File: src/rtl/row_package_feeder_pkg.sv
// Shared defaults and FSM state encoding for the row package feeder.
// Used by row_package_feeder and feeder_addr_gen.
package row_package_feeder_pkg;

    localparam int ELEMENT_WIDTH = 32;
    localparam int NO_OF_UNITS   = 8;
    localparam int ADDR_WIDTH    = 13;

    typedef logic [2:0] state_t;

    localparam state_t S_IDLE      = 3'd0;
    localparam state_t S_ROW_START = 3'd1;
    localparam state_t S_FETCH     = 3'd2;
    localparam state_t S_ISSUE     = 3'd3;
    localparam state_t S_GAP       = 3'd4;
    localparam state_t S_DRAIN     = 3'd5;
    localparam state_t S_DONE      = 3'd6;

endpackage

File: src/rtl/row_package_feeder_addr_gen.sv
// Address generator: latched bases, package index, modulo adders.
// Addresses wrap naturally at 2^addr_width.
module feeder_addr_gen
    import row_package_feeder_pkg::*;
#(
    parameter int addr_width = ADDR_WIDTH
) (
    input  logic                  clk,
    input  logic                  rst_i,
    input  logic                  load_i,
    input  logic                  adv_i,
    input  logic [addr_width-1:0] row_base_i,
    input  logic [addr_width-1:0] vec_base_i,
    output logic [addr_width-1:0] mat_addr_o,
    output logic [addr_width-1:0] vec_addr_o,
    output logic [31:0]           pkg_idx_o
);

    logic [addr_width-1:0] row_base_q;
    logic [addr_width-1:0] vec_base_q;
    logic [31:0]           idx_q;

    // Latch bases at row start, then step the index once per issued package.
    always_ff @(posedge clk or posedge rst_i) begin
        if (rst_i) begin
            row_base_q <= '0;
            vec_base_q <= '0;
            idx_q      <= '0;
        end else if (load_i) begin
            row_base_q <= row_base_i;
            vec_base_q <= vec_base_i;
            idx_q      <= '0;
        end else if (adv_i) begin
            idx_q <= idx_q + 32'd1;
        end
    end

    assign mat_addr_o = row_base_q + idx_q[addr_width-1:0];
    assign vec_addr_o = vec_base_q + idx_q[addr_width-1:0];
    assign pkg_idx_o  = idx_q;

endmodule

File: src/rtl/row_package_feeder.sv
// Streams one matrix/vector row pair as packages to the dot-product stage.
// ROW_FEEDER_PERF_CNT_EN adds pkt_count / stall_count outputs.
module row_package_feeder
    import row_package_feeder_pkg::*;
#(
    parameter int no_of_units   = NO_OF_UNITS,
    parameter int element_width = ELEMENT_WIDTH,
    parameter int addr_width    = ADDR_WIDTH,
    parameter int issue_gap     = 4
) (
    input  logic                                 clk,
    input  logic                                 main_reset,
    input  logic                                 start,
    input  logic [addr_width-1:0]                row_base_addr,
    input  logic [addr_width-1:0]                vec_base_addr,
    input  logic [31:0]                          row_length,
    output logic [addr_width-1:0]                mat_addr,
    output logic [addr_width-1:0]                vec_addr,
    input  logic [element_width*no_of_units-1:0] mat_data,
    input  logic [element_width*no_of_units-1:0] vec_data,
    output logic                                 reset,
    output logic [31:0]                          no_of_multiples,
    output logic [element_width*no_of_units-1:0] first_row_input,
    output logic [element_width*no_of_units-1:0] second_row_input,
    output logic                                 outsider_read_now,
    input  logic                                 prepare_my_new_input,
    output logic                                 busy,
`ifdef ROW_FEEDER_PERF_CNT_EN
    output logic [31:0]                          pkt_count,
    output logic [31:0]                          stall_count,
`endif
    output logic                                 done
);

    localparam int PW = element_width * no_of_units;
    localparam int GW = $clog2(issue_gap + 1);

    state_t          state_q, state_d;
    logic [GW-1:0]   gap_q, gap_d;
    logic [31:0]     len_q;
    logic [31:0]     pkg_idx;
    logic [PW-1:0]   first_q, second_q;
    logic            strobe_q;
    logic            done_q;
    logic            accept;
    logic            zero_req;
    logic            last_pkg;

    assign accept   = (state_q == S_IDLE) && start && (row_length != 32'd0);
    assign zero_req = (state_q == S_IDLE) && start && (row_length == 32'd0);
    assign last_pkg = (pkg_idx == len_q - 32'd1);

    feeder_addr_gen #(
        .addr_width (addr_width)
    ) u_addr_gen (
        .clk        (clk),
        .rst_i      (main_reset),
        .load_i     (accept),
        .adv_i      (state_q == S_ISSUE),
        .row_base_i (row_base_addr),
        .vec_base_i (vec_base_addr),
        .mat_addr_o (mat_addr),
        .vec_addr_o (vec_addr),
        .pkg_idx_o  (pkg_idx)
    );

    // Next-state logic; GAP pads each issue period out to issue_gap cycles.
    always_comb begin
        state_d = state_q;
        gap_d   = gap_q;
        case (state_q)
            S_IDLE:      if (accept) state_d = S_ROW_START;
            S_ROW_START: state_d = S_FETCH;
            S_FETCH:     state_d = S_ISSUE;
            S_ISSUE: begin
                if (last_pkg) begin
                    state_d = S_DRAIN;
                end else if (issue_gap > 2) begin
                    state_d = S_GAP;
                    gap_d   = GW'(issue_gap - 3);
                end else begin
                    state_d = S_FETCH;
                end
            end
            S_GAP: begin
                if (gap_q == '0) state_d = S_FETCH;
                else             gap_d   = gap_q - GW'(1);
            end
            S_DRAIN:     if (prepare_my_new_input) state_d = S_DONE;
            S_DONE:      state_d = S_IDLE;
            default:     state_d = S_IDLE;
        endcase
    end

    // State, row length latch, package registers and pulse outputs.
    always_ff @(posedge clk or posedge main_reset) begin
        if (main_reset) begin
            state_q  <= S_IDLE;
            gap_q    <= '0;
            len_q    <= '0;
            first_q  <= '0;
            second_q <= '0;
            strobe_q <= 1'b0;
            done_q   <= 1'b0;
        end else begin
            state_q  <= state_d;
            gap_q    <= gap_d;
            strobe_q <= (state_q == S_ISSUE);
            done_q   <= zero_req ||
                        ((state_q == S_DRAIN) && prepare_my_new_input);
            if (accept) len_q <= row_length;
            if (state_q == S_ISSUE) begin
                first_q  <= mat_data;
                second_q <= vec_data;
            end
        end
    end

    assign reset             = (state_q == S_ROW_START);
    assign no_of_multiples   = reset ? len_q : 32'd0;
    assign first_row_input   = first_q;
    assign second_row_input  = second_q;
    assign outsider_read_now = strobe_q;
    assign busy              = (state_q != S_IDLE) && (state_q != S_DONE);
    assign done              = done_q;

`ifdef ROW_FEEDER_PERF_CNT_EN
    logic [31:0] pkt_q, stall_q;

    // Saturating activity counters; only main_reset clears them.
    always_ff @(posedge clk or posedge main_reset) begin
        if (main_reset) begin
            pkt_q   <= '0;
            stall_q <= '0;
        end else begin
            if (strobe_q && (pkt_q != '1))
                pkt_q <= pkt_q + 32'd1;
            if ((state_q == S_DRAIN) && (stall_q != '1))
                stall_q <= stall_q + 32'd1;
        end
    end

    assign pkt_count   = pkt_q;
    assign stall_count = stall_q;
`endif

endmodule

File: config.mk
export PLATFORM = sky130hd
export DESIGN_NAME = row_package_feeder
export DESIGN_NICKNAME = d
export VERILOG_FILES = /design/src/rtl/row_package_feeder_pkg.sv /design/src/rtl/row_package_feeder_addr_gen.sv /design/src/rtl/row_package_feeder.sv
export SDC_FILE = /design/constraint.sdc
export NUM_CORES = 2
export LEC_CHECK = 0
export BUFFER_PORTS_ARGS = -buffer_cell sky130_fd_sc_hd__buf_2
export CAP_MARGIN = 10
export CELL_PAD_IN_SITES_DETAIL_PLACEMENT = 1
export CELL_PAD_IN_SITES_GLOBAL_PLACEMENT = 2
export CORE_AREA = 2 2 448 450
export CTS_CLUSTER_SIZE = 20
export DETAILED_ROUTE_END_ITERATION = 12
export DIE_AREA = 0 0 450 452
export GPL_TIMING_DRIVEN = 0
export PLACE_DENSITY_LB_ADDON = 0.1
export SYNTH_ARGS = -nofsm -noshare
export SYNTH_HDL_FRONTEND = slang
export SYNTH_SLANG_ARGS = --single-unit
File: constraint.sdc
create_clock -name clk -period 33 [get_ports clk]
set_input_delay 1.65 -clock clk [delete_from_list [all_inputs] [get_ports clk]]
set_output_delay 1.65 -clock clk [all_outputs]
set_load 0.02 [all_outputs]
==> flow_metrics.env <==
export IMPL_cp_end_kind="output pin"
export IMPL_yosysWarnings=0
export IMPL_dr_total_vias=25120
export IMPL_preCtsSetupSlack_ns=28.13
export IMPL_cts_root_buf="clkbuf_16"
export IMPL_vias_per_cell=3.608
export IMPL_cts_resized=0
export IMPL_crit_fanout=7
export IMPL_synth_top_flop_cell="dfrtp_1"
export IMPL_syn_inst=2980
export IMPL_cts_setup_buffers=0
export IMPL_postRouteAntennaNets=0
export IMPL_synth_seq_cells=610
export IMPL_cp_num_buf_inv=2
export IMPL_antenna_found_initial=157
export IMPL_r2r_setup_slack_ns=28.72
export IMPL_crit_chain="ha_1 > inv_1 > fa_1 > nor2b_1 > o21ai_0 > a21boi_0 > o21ai_0 > a21oi_1 > a41oi_1 > a21oi_1 > xnor2_1 > buf_2"
export IMPL_syn_avg_cell_area_sq_um=8.609
export IMPL_grt_pass1_vias=26370
export IMPL_die_area_sq_mm=0.2034
export IMPL_drt_iter0_markers=1185
export IMPL_whs_path_depth=2
export IMPL_min_to="first_row_input[101]$_DFFE_PP0P_"
export IMPL_io_buffer_count=1147
export IMPL_clock_latency_ns=0.71
export IMPL_slew_headroom_pct=27.70
export IMPL_synth_distinct_cells=66
export IMPL_ios=1148
export IMPL_clk_pin_slew_ns=0.06
export IMPL_syn_num_nets=3584
export IMPL_worst_slack_ns=27.58
export IMPL_clock_sinks=610
export IMPL_post_dp_hpwl_microns=135600
export IMPL_start_util_pct=12.92
export IMPL_maxSlewViolCount=0
export IMPL_hold_viol_final=0
export IMPL_ys_top_cells_by_area="dfrtp_1 (60%), nand2_1 (26%), clkbuf_1 (2.0%)"
export IMPL_wire_per_inst_microns=24.04
export IMPL_skew_ns=0.04023
export IMPL_critPathRequiredTime_ns=31.35
export IMPL_globalplace_congestion=0.8319
export IMPL_routed_wl_microns=167400
export IMPL_utilization_pct=19.02
export IMPL_p_leak_nw=20.08
export IMPL_slowest_stage="dfrtp_1"
export IMPL_grt_setup_unrepaired="no"
export IMPL_grt_first_pass_wirelength_microns=227700
export IMPL_worstMarginPinSlew_ns=1.085
export IMPL_crit_family="compound AO/OA/AOI/OAI gates"
export IMPL_criticalPathCategory="reg2out"
export IMPL_worstReg2RegEnd="first_row_input[146]$_DFFE_PP0P_"
export IMPL_cap_violations=0
export IMPL_die_y_microns=452
export IMPL_htree_num_levels=3
export IMPL_grt_usage_pct=16.06
export IMPL_setup_violations=0
export IMPL_r2r_cells=8
export IMPL_syn_to_final_growth_pct=47.28
export IMPL_rows=164
export IMPL_synth_async_sr_flop_share_pct=100.0
export IMPL_cts_tree="built"
export IMPL_hold_buffers=0
export IMPL_synth_edf_count=0
export IMPL_drive_gt1_share_pct=30.47
export IMPL_cts_buffer_depth=3
export IMPL_startpoint_type="register"
export IMPL_grt_max_degree=103
export IMPL_critical_path_max_stage_delay_ns=0.59
export IMPL_clock_fmax_mhz=184.6
export IMPL_synth_seq_area_share_pct=59.50
export IMPL_synth_top_area_cell="dfrtp_1"
export IMPL_fin_crit_sh_pct=16.41
export IMPL_ir_drop_uv=42.53
export IMPL_numCtsBuffers=91
export IMPL_finalSetupTns_ns=0
export IMPL_worstHoldStart="first_row_input[101]$_DFFE_PP0P_"
export IMPL_yosysTopAreaCellShare_pct=59.50
export IMPL_min_period_ns=5.416
export IMPL_powerDensity_mw_per_mm2=110.8
export IMPL_holdCritPathClass="reg2reg"
export IMPL_overflow=0
export IMPL_coreArea_sq_mm=0.1986
export IMPL_drc=0
export IMPL_fin_nets=4832
export IMPL_first_pass_iters=5
export IMPL_r2r_start="state_q[1]$_DFFE_PP0P_"
export IMPL_die_x_microns=450
export IMPL_critPathArrivalTime_ns=3.77
export IMPL_status="complete, no violations"
export IMPL_synth_area_sq_mm=0.02565
## through the flow
step                      instances  hold WS (ns)  cell area (sq um)  total power [mW]
after global placement         6783        0.4527              34720             3.305
final                          6963        0.4657              37780             4.185
after detailed placement       6791        0.4564              34920             3.306
after CTS                      6942        0.4705              37730             4.321
after global routing           6950        0.4772              37750             4.511
after floorplan                2980        0.4497              25650             2.348
## cells in the final DEF, fill, tap and decap left out, drive strengths merged, types with 3 or more instances in the layout
| master | n |
|---|---|
| o31ai | 7 |
| nor4b | 4 |
| or4 | 10 |
| and3 | 9 |
| ha | 28 |
| o21ai | 29 |
| a31oi | 3 |
| inv | 24 |
| or2 | 6 |
| nand4 | 7 |
| and4b | 3 |
| and2 | 33 |
| o211ai | 3 |
| or3 | 19 |
| a41oi | 6 |
| nand3 | 24 |
| nor2 | 53 |
| xnor2 | 43 |
| xor2 | 37 |
| diode | 21 |
| nand2 | 1743 |
| buf | 1173 |
| clkinv | 12 |
| clkbuf | 269 |
| dfrtp | 610 |
| nor4 | 17 |
| a21boi | 3 |
| a21o | 4 |
| nor3 | 22 |
| a21oi | 30 |
| nand2b | 6 |
| nor2b | 10 |
## worst min-delay path, stage by stage (launching register included)
cell	delay, ns
dfrtp_1	0.33
nand2_1	0.05
nand2_1	0.05
## layout make-up
cell class | instances | area, sq um
Antenna cell | 21 | 52.55
Buffer | 156 | 614.3
Clock buffer | 131 | 2600
Clock inverter | 20 | 207.7
Fill cell | 23790 | 160800
Inverter | 19 | 78.83
Multi-Input combinational cell | 2195 | 9709
Sequential cell | 610 | 15260
Tap cell | 2656 | 3323
Timing Repair Buffer | 1155 | 5932
## layer usage
layer	global-route usage, %	wire length (microns)
met1	18.03	64830
met2	29.69	87770
met3	4.788	10080
met4	3.398	4265
met5	0	447
## logic make-up after synthesis
kind of cell             Yosys count  share of synthesized area [%]
AO/OA/AOI/OAI                    109                          2.775
XOR/XNOR                          80                          2.731
adder cells (fa/ha/maj)           30                          1.522
buffers and inverters            175                          2.668
flip-flops                       610                          59.50
AND/OR/NAND/NOR                 1976                          30.80
## synthesized netlist by cell type (all sizes together) (7+ instances only)
| library cell | number |
|---|---|
| dfrtp | 610 |
| a21oi | 30 |
| clkbuf | 138 |
| and3 | 9 |
| nand2 | 1743 |
| xor2 | 37 |
| and2 | 33 |
| or4 | 10 |
| nor3 | 22 |
| o21ai | 29 |
| xnor2 | 43 |
| nand4 | 7 |
| nor2 | 53 |
| o31ai | 7 |
| ha | 28 |
| nand3 | 24 |
| nor2b | 10 |
| or3 | 19 |
| inv | 19 |
| buf | 18 |
| nor4 | 17 |
## how the worst max path moves through the flow
stage,startpoint,end,slack (ns),depth (start not counted)
finish,u_addr_gen.pkg_idx_o[0]$_DFFE_PP0P_,mat_addr[12],27.58,12
detailed placement,row_length[1],u_addr_gen.row_base_q[2]$_DFFE_PP0P_,28.13,9
global placement,main_reset,first_row_input[127]$_DFFE_PP0P_,1.03,2
floorplan,main_reset,done$_DFF_PP0_,14.27,1
CTS,u_addr_gen.pkg_idx_o[0]$_DFFE_PP0P_,mat_addr[12],27.35,12
global route,u_addr_gen.pkg_idx_o[0]$_DFFE_PP0P_,mat_addr[12],27.19,12
## state kept, by name (all words and copies together), names as in the netlist
signal / flops
gap_q: 3
state_q: 3
u_addr_gen.row_base_q: 13
u_addr_gen.pkg_idx_o: 32
u_addr_gen.vec_base_q: 13
outsider_read_now: 1
done: 1
len_q: 32
second_row_input: 256
first_row_input: 256
## power by group
part,internal (mW),total (mW),switching [mW]
logic,0.542,1.91,1.37
registers,1.10,1.31,0.210
clock network,0.553,0.966,0.413
No activity file was read; power rests on OpenSTA's default activity.
